**src/rtl/stream_mux_rr.sv**
```systemverilog
// N-input streaming multiplexer with fixed or round-robin channel selection,
// valid/ready handshakes on every port and a one-entry registered output stage.
module stream_mux_rr #(
  parameter int N_IN  = 4,
  parameter int WIDTH = 8,
  parameter int SEL_W = $clog2(N_IN)
) (
  input  logic                  clk,
  input  logic                  rst,
  input  logic [N_IN*WIDTH-1:0] in_data,
  input  logic [N_IN-1:0]       in_valid,
  output logic [N_IN-1:0]       in_ready,
  input  logic                  mode,
  input  logic [SEL_W-1:0]      sel,
  output logic [WIDTH-1:0]      out_data,
  output logic                  out_valid,
  input  logic                  out_ready,
  output logic [SEL_W-1:0]      out_chan
);

  localparam logic [SEL_W:0]   N_W  = (SEL_W+1)'(N_IN);
  localparam logic [SEL_W-1:0] LAST = SEL_W'(N_IN - 1);

  logic             load_en_s;
  logic             gnt_valid_s;
  logic [SEL_W-1:0] gnt_s;
  logic [SEL_W:0]   sum_s;
  logic [SEL_W-1:0] idx_s;
  logic [WIDTH-1:0] sel_data_s;
  logic             xfer_in_s;
  logic [SEL_W-1:0] ptr_r;

  assign load_en_s = !out_valid || out_ready;
  assign xfer_in_s = |(in_valid & in_ready);

  // Grant selection: fixed channel in mode 0, rotating priority from ptr_r in mode 1
  always_comb begin
    gnt_s       = '0;
    gnt_valid_s = 1'b0;
    sum_s       = '0;
    idx_s       = '0;
    if (mode == 1'b0) begin
      for (int i = 0; i < N_IN; i++) begin
        if ((sel == SEL_W'(i)) && in_valid[i]) begin
          gnt_s       = SEL_W'(i);
          gnt_valid_s = 1'b1;
        end else begin
          gnt_s       = gnt_s;
          gnt_valid_s = gnt_valid_s;
        end
      end
    end else begin
      // Walk from the farthest offset down so the nearest valid channel wins last.
      for (int k = N_IN - 1; k >= 0; k--) begin
        sum_s = {1'b0, ptr_r} + (SEL_W+1)'(k);
        idx_s = (sum_s >= N_W) ? SEL_W'(sum_s - N_W) : SEL_W'(sum_s);
        if (in_valid[idx_s]) begin
          gnt_s       = idx_s;
          gnt_valid_s = 1'b1;
        end else begin
          gnt_s       = gnt_s;
          gnt_valid_s = gnt_valid_s;
        end
      end
    end
  end

  // Per-channel ready and data selection for the granted channel
  always_comb begin
    sel_data_s = '0;
    for (int i = 0; i < N_IN; i++) begin
      in_ready[i] = !rst && load_en_s && gnt_valid_s && (gnt_s == SEL_W'(i));
      sel_data_s  = (gnt_s == SEL_W'(i)) ? in_data[i*WIDTH +: WIDTH] : sel_data_s;
    end
  end

  // Output register and round-robin pointer
  always_ff @(posedge clk) begin
    if (rst) begin
      out_valid <= 1'b0;
      out_data  <= '0;
      out_chan  <= '0;
      ptr_r     <= '0;
    end else if (xfer_in_s) begin
      out_valid <= 1'b1;
      out_data  <= sel_data_s;
      out_chan  <= gnt_s;
      if (mode == 1'b1) begin
        ptr_r <= (gnt_s == LAST) ? '0 : gnt_s + SEL_W'(1);
      end else begin
        ptr_r <= ptr_r;
      end
    end else if (out_ready) begin
      out_valid <= 1'b0;
    end else begin
      out_valid <= out_valid;
    end
  end

endmodule

```
**config.mk**
```make
export PLATFORM = sky130hd
export DESIGN_NAME = stream_mux_rr
export DESIGN_NICKNAME = d
export VERILOG_FILES = /design/src/rtl/stream_mux_rr.sv
export SDC_FILE = /design/constraint.sdc
export NUM_CORES = 1
export LEC_CHECK = 0
export CAP_MARGIN = 15
export CORE_UTILIZATION = 38
export CTS_CLUSTER_DIAMETER = 150
export DETAILED_ROUTE_END_ITERATION = 10
export GPL_TIMING_DRIVEN = 0
export MAX_ROUTING_LAYER = met4
export PLACE_DENSITY = 0.85
export SLEW_MARGIN = 25
export SYNTH_ARGS = -nofsm -noshare
export SYNTH_HDL_FRONTEND = slang
export SYNTH_SLANG_ARGS = --single-unit
```
**constraint.sdc**
```tcl
create_clock -name clk -period 3 [get_ports clk]
set_input_delay 0.6 -clock clk [delete_from_list [all_inputs] [get_ports clk]]
set_output_delay 0.6 -clock clk [all_outputs]
set_load 0.01 [all_outputs]
```
==> results <==
## area by class of cell
| type | count | area, um2 |
|---|---|---|
| fillers | 184 | 742 |
| multi-input cells | 99 | 724 |
| repair buffers | 64 | 607 |
| flip-flops and latches | 13 | 260 |
| plain buffers | 6 | 61.3 |
| well taps | 30 | 37.5 |
| clock buffers | 4 | 26.3 |
| inverters | 5 | 18.8 |
## state kept, by name, summed over array words and instances (netlist names)
name	flops
out_data	8
ptr_r	2
out_chan	2
out_valid	1
## worst max-delay path: stages
cell and delay, ps:
dlygate4sd2_1 290, inv_2 90, a21oi_1 80, o32ai_2 330
buf_4 160, ha_2 170, clkbuf_4 190, and2_1 140
dlygate4sd2_1 270
## cells in the mapped netlist, types with 3 or more instances
library cell  count  area (um2)
o21ai_1           7        35.0
nand3b_1          7        52.6
mux2i_1           5        50.1
nor3_1            9        45.0
a21oi_1          15        75.1
dfxtp_1          13         260
clkbuf_1          6        22.5
a221oi_1          7        61.3
nand2b_1          3        18.8
nand2_1           6        22.5
ha_1              4        50.1
and2_1            4        25.0
inv_1             5        18.8
nor2_1            5        18.8
nor2b_1          11        68.8
## how the worst min path moves through the flow
stage | from | to
finish | out_data[7] | out_data[7]
global route | out_data[7] | out_data[7]
CTS | out_data[1] | out_data[1]
detailed placement | out_data[1] | out_data[1]
global placement | out_data[6] | out_data[6]
floorplan | ptr_r[0] | ptr_r[0]
## routing by layer
layer | global-route usage, % | vias up | part of all wire, %
li1 | - | 596 | -
met1 | 31.7 | 588 | 40
met2 | 44.8 | 57 | 52
met3 | 3.74 | 10 | 5.3
met4 | 11.8 | 0 | 2.4
met5 | - | - | 0
## kinds of logic after synthesis
family	after synthesis	synth area share (%)
and+or+nand+nor	51	31.6
adders and majority gates	4	5.01
AOI/OAI and AO/OA	38	24.8
DFF	13	26.1
muxes	6	6.14
buffers and inverters	13	6.39
## metrics by stage
step | std cells | util [%] | hold WS (ps) | worst slack, ps | power, mW
after floorplan | 125 | - | 470 | 236 | 0.346
after global placement | 211 | 64.4 | 467 | -1150 | 0.469
after detailed placement | 211 | 64.4 | 472 | -1230 | 0.477
after CTS | 220 | 70.1 | 485 | 26.3 | 0.609
after global routing | 221 | 70.1 | 496 | 7.34 | 0.654
final | 221 | 70.1 | 488 | 75.5 | 0.619
## timing repair
| item | 4_1_cts | 5_1_grt |
|---|---|---|
| hold endpoints to repair | 0 | 0 |
| setup endpoints to repair | 16 | 3 |
| pin swaps | 4 | 3 |
| setup buffers | 7 | 1 |
| gates resized for setup | 36 | 6 |
## power by group through the flow
stage	combinational (mW)	clock, mW	sequential [mW]
after floorplan	0.132	0	0.215
after global placement	0.262	0	0.207
after detailed placement	0.269	0	0.208
after CTS	0.294	0.110	0.205
after global routing	0.328	0.119	0.207
final	0.305	0.109	0.205
==> results.py <==
metrics = {
    "routing": {
        "wirelength_um": 3440,
        "antenna_left": 0,
        "drc": 0,
        "num_vias": 1251,
        "wire_per_inst_um": 15.6,
        "dr.pass1.iters": 4,
        "initialDrtViolationCount": 41,
        "via_per_inst": 5.66,
    },
    "floorplanning": {
        "core_area_um2": 2480,
        "die_x_um": 53.3,
        "die_y_um": 53.3,
        "num_rows": 18,
        "io_pins": 57,
        "design.die.area_um2": 2840,
        "initial_core_util_pct": 40.3,
    },
    "clock_tree": {
        "path_clk_slew_ps": 70,
        "worstSkewPairLatency_ps": 280,
        "cts_tree": "done",
        "h-tree-depth": 1,
        "cts_buffers": 3,
        "root_buffer": "clkbuf_4",
        "cts_sinks": 13,
        "clockBufferDepth": 2,
        "cts-hold-fix-buffers": 0,
    },
    "sta": {
        "min_period_over_period_pct": 97.5,
        "worst_pin_slew_ps": 514,
        "setup_viol": 0,
        "timing.final.max_slew_violations": 0,
        "fmax_mhz": 342,
        "max_slew_margin_pct": 65.7,
        "fin_skew_ps": 11.2,
        "rsz0062_at_grt": "false",
        "setup_tns_ps": 0,
        "period_minus_slack_ps": 2920,
        "final-hold-violation-count": 0,
    },
    "power": {
        "p_clk_share_pct": 17.6,
        "p_seq_share_pct": 33.2,
        "p_switching_uw": 209,
        "cellLeakagePower_nw": 0.673,
        "vdd_drop_max_mv": 0.261,
        "p_per_area_nw_per_um2": 357,
        "p_sw_share_pct": 33.8,
        "combPwrFrac_pct": 49.2,
        "p_int_uw": 410,
    },
    "logic_synthesis": {
        "ys_async_sr_fraction_pct": 0,
        "synthCells": 125,
        "synth_seq_cells": 13,
        "ys_types": 29,
        "syn_area_um2": 998,
        "synth_nets": 171,
        "synth_ff_type": "dfxtp_1",
        "syn_area_per_cell_um2": 7.99,
        "synth_edf_count": 0,
        "ys_seq_area_share_pct": 26.1,
        "ys_warn_count": 0,
    },
    "global_route": {
        "grt_pass1_wl_um": 5450,
        "grt_start_max_net_pins": 11,
        "grt_pass1_vias": 1215,
        "grt_usage_pct": 26.8,
        "grt.overflow.total": 0,
        "antenna_found_initial": 0,
    },
    "place": {
        "dp_hpwl_um": 2510,
        "portBuffers": 56,
        "post_dp_cell_area_um2": 1600,
        "gp_congestion": 0.823,
    },
    "worst_setup_path": {
        "critPathLaunch": "in_valid[1]",
        "cp.required_ps": 2400,
        "crit_path_start_kind": "input port",
        "critPathArrivalTime_ps": 2320,
        "worst-setup-path-type": "input port to output port",
        "cp-end-kind": "output port",
        "reg2reg_slack_ps": 340,
        "crit_end": "in_ready[2]",
        "timing.rr.start": "ptr_r[1]",
        "timing.rr.end": "ptr_r[1]",
        "cp_max_fo": 10,
        "reg2reg_depth": 13,
    },
    "outcome": {
        "outcome": "finished, final reports clean",
    },
    "final_layout": {
        "layout-drive-gt1-share_pct": 18.8,
        "mostFrequentLayoutCells": "clkdlybuf4s50_1 (45), a21oi_1 (14), dfxtp_1 (13)",
        "design_area_um2": 1740,
        "final_nets": 238,
        "mostFrequentLayoutCell": "clkdlybuf4s50_1",
        "area.growth.synth_to_final_pct": 73.8,
        "antenna_cells": 0,
    },
    "min_path": {
        "hold_path.class": "flip-flop to flip-flop",
        "hold_depth": 2,
    },
    "flow_run": {
        "maxCapViolations": 0,
    },
}
Note: power is estimated with default switching activity, not from simulation.
==> patch: new RTL, same settings <==
`WIDTH`: 8 -> 6.
--- a/src/rtl/stream_mux_rr.sv
+++ b/src/rtl/stream_mux_rr.sv
@@ -2,7 +2,7 @@
 // valid/ready handshakes on every port and a one-entry registered output stage.
 module stream_mux_rr #(
   parameter int N_IN  = 4,
-  parameter int WIDTH = 8,
+  parameter int WIDTH = 6,
   parameter int SEL_W = $clog2(N_IN)
 ) (
   input  logic                  clk,
Interface: changed (resized in_data and out_data); port bits go from 57 to 47. The function was not compared with the original's and may differ.
==> patch against the unedited design <==
Critical path depth unchanged; setup slack improved by 0.030 ns; sequential cell count down 2; area after synthesis down 16%; non-clock buffer count fell by 12; cell area is 14% lower; sequential share of layout area fell by 0.26 points; wire length down 9.1%; utilization increased by 3.8 points; power decreased by 17%; largest power group unchanged; highest routed layer unchanged.
==> patch: results (changes against the unedited design) <==
met2 wire len=1600 um (-11%); Hold WS=0.508 ns (+0.0205 ns); routed wire length=3130 um (-9.1%); first-pass GRT wire length=5140 um (-5.7%); WP data arrival=2.29 ns (-0.03 ns); ant diodes=0 (unchanged); biggest regs=out_data x6, out_chan x2, ptr_r x2; fin nets=203 (-15%); met1 Track Usage GR=28.8% (-2.9 points); top cells by area, synth=dfxtp_1, nor2_1, a221oi_1; initial DRC count=13 (-68%); switching part of the total=33.5% (-0.26 points); Distinct cells, synth=27 (-6.9%); vias in the first global route=1089 (-10%); clock-pin slew on the worst setup and hold paths=0.07 ns (about the same); Avg Inst Size Synth=7.85 um2 (-1.8%); Slowest-stage cell, CP=a311oi_2; register area share after synthesis=26.2% (+0.16 points); RD Place Congestion=0.883 (+7.3%); placed insts=180 (-15%); crit path max fanout=6 (-4); synth cell count leaders=nor2_1, dfxtp_1, a21oi_1; met3 wire length=235 um (+28%); Total GRT Usage=28.7% (+1.9 points); status=finished clean; hold wc startpoint=out_chan[1]$_SDFFE_PP0P_; capturing point of the worst reg2reg path=out_data[3]$_SDFFE_PP0P_; grt met2 use=52.3% (+7.5 points); Placed Area=1330 um2 (-16%); drt via density=5.59 (-1.2%); path depth of the worst reg2reg path=11 (-2); Leakage=0.000578 uW (-14%); R2R Setup Slk=0.39 ns (+0.05 ns); met3 Resource Use GR=9.97% (+6.2 points); M1 WL=1230 um (-11%); Syn Nets=145 (-15%); slowest stage delay, CP=0.35 ns (+0.02 ns); post-route insts no fill=191 (-14%); Layout fillers=154 (-16%); Hold Path Sink=out_chan[1]$_SDFFE_PP0P_; yosys warns=0 (unchanged); worst slack, placed=-0.985 ns (+0.248 ns); IO buf count=46 (-18%); HPWL after detailed placement=2170 um (-14%); Least-Margin Pin Slew=0.612 ns (+0.0980 ns); share of cells above drive strength 1=22.0% (+3.1 points); clock skew=0.00378 ns (-0.00746 ns); peak supply drop=343 uV (+32%)
[patch: changes by cell type after synthesis, sizes merged, moves of 2 or more]
cell,before,now
nor2,6,15
a211oi,0,8
nand3b,7,0
o21ai,9,2
a21oi,15,10
nor2b,11,8
nor3,10,7
a221oi,8,6
clkbuf,6,4
dfxtp,13,11
[patch: logic make-up after synthesis]
logic type,after synthesis,share of synthesized area [%]
compound gates,31,27.0
fa+ha+maj,4,5.96
buf+inv,10,5.36
flops,11,26.2
mux,5,5.96
simple gates,46,29.5
[patch: cell type report]
cell class | instances | area (um2) | share of cell area, %
Timing Repair Buffer | 54 | 510 | 34.2
Sequential cell | 11 | 220 | 14.7
Multi-Input combinational cell | 86 | 648 | 43.4
Inverter | 5 | 18.8 | 1.26
Buffer | 4 | 36.3 | 2.43
Tap cell | 27 | 33.8 | 2.26
Clock buffer | 4 | 26.3 | 1.76
[patch: worst max path at each step]
stage / from / slack, ns / end / cells past startpoint
after floorplan: in_valid[2] / 0.33 / out_data[3]$_SDFFE_PP0P_ / 11
after global placement: in_valid[2] / -0.89 / in_ready[3] / 8
after detailed placement: in_valid[2] / -0.98 / in_ready[3] / 8
after CTS: in_valid[0] / 0.05 / in_ready[3] / 9
after global routing: in_valid[2] / 0.007 / in_ready[2] / 10
final: in_valid[0] / 0.11 / in_ready[0] / 9
[patch: power by group through the flow]
stage / sequential [uW] / clock (uW) / combinational [uW]
after floorplan: 174 / 0 / 104
after global placement: 169 / 0 / 204
after detailed placement: 170 / 0 / 211
after CTS: 167 / 105 / 233
after global routing: 169 / 114 / 266
final: 167 / 102 / 245
[patch: repair_timing]
action / CTS / global route
buffers inserted: 6 / 2
pin swaps: 7 / 2
resized for setup: 37 / 4
setup endpoints to repair: 15 / 9
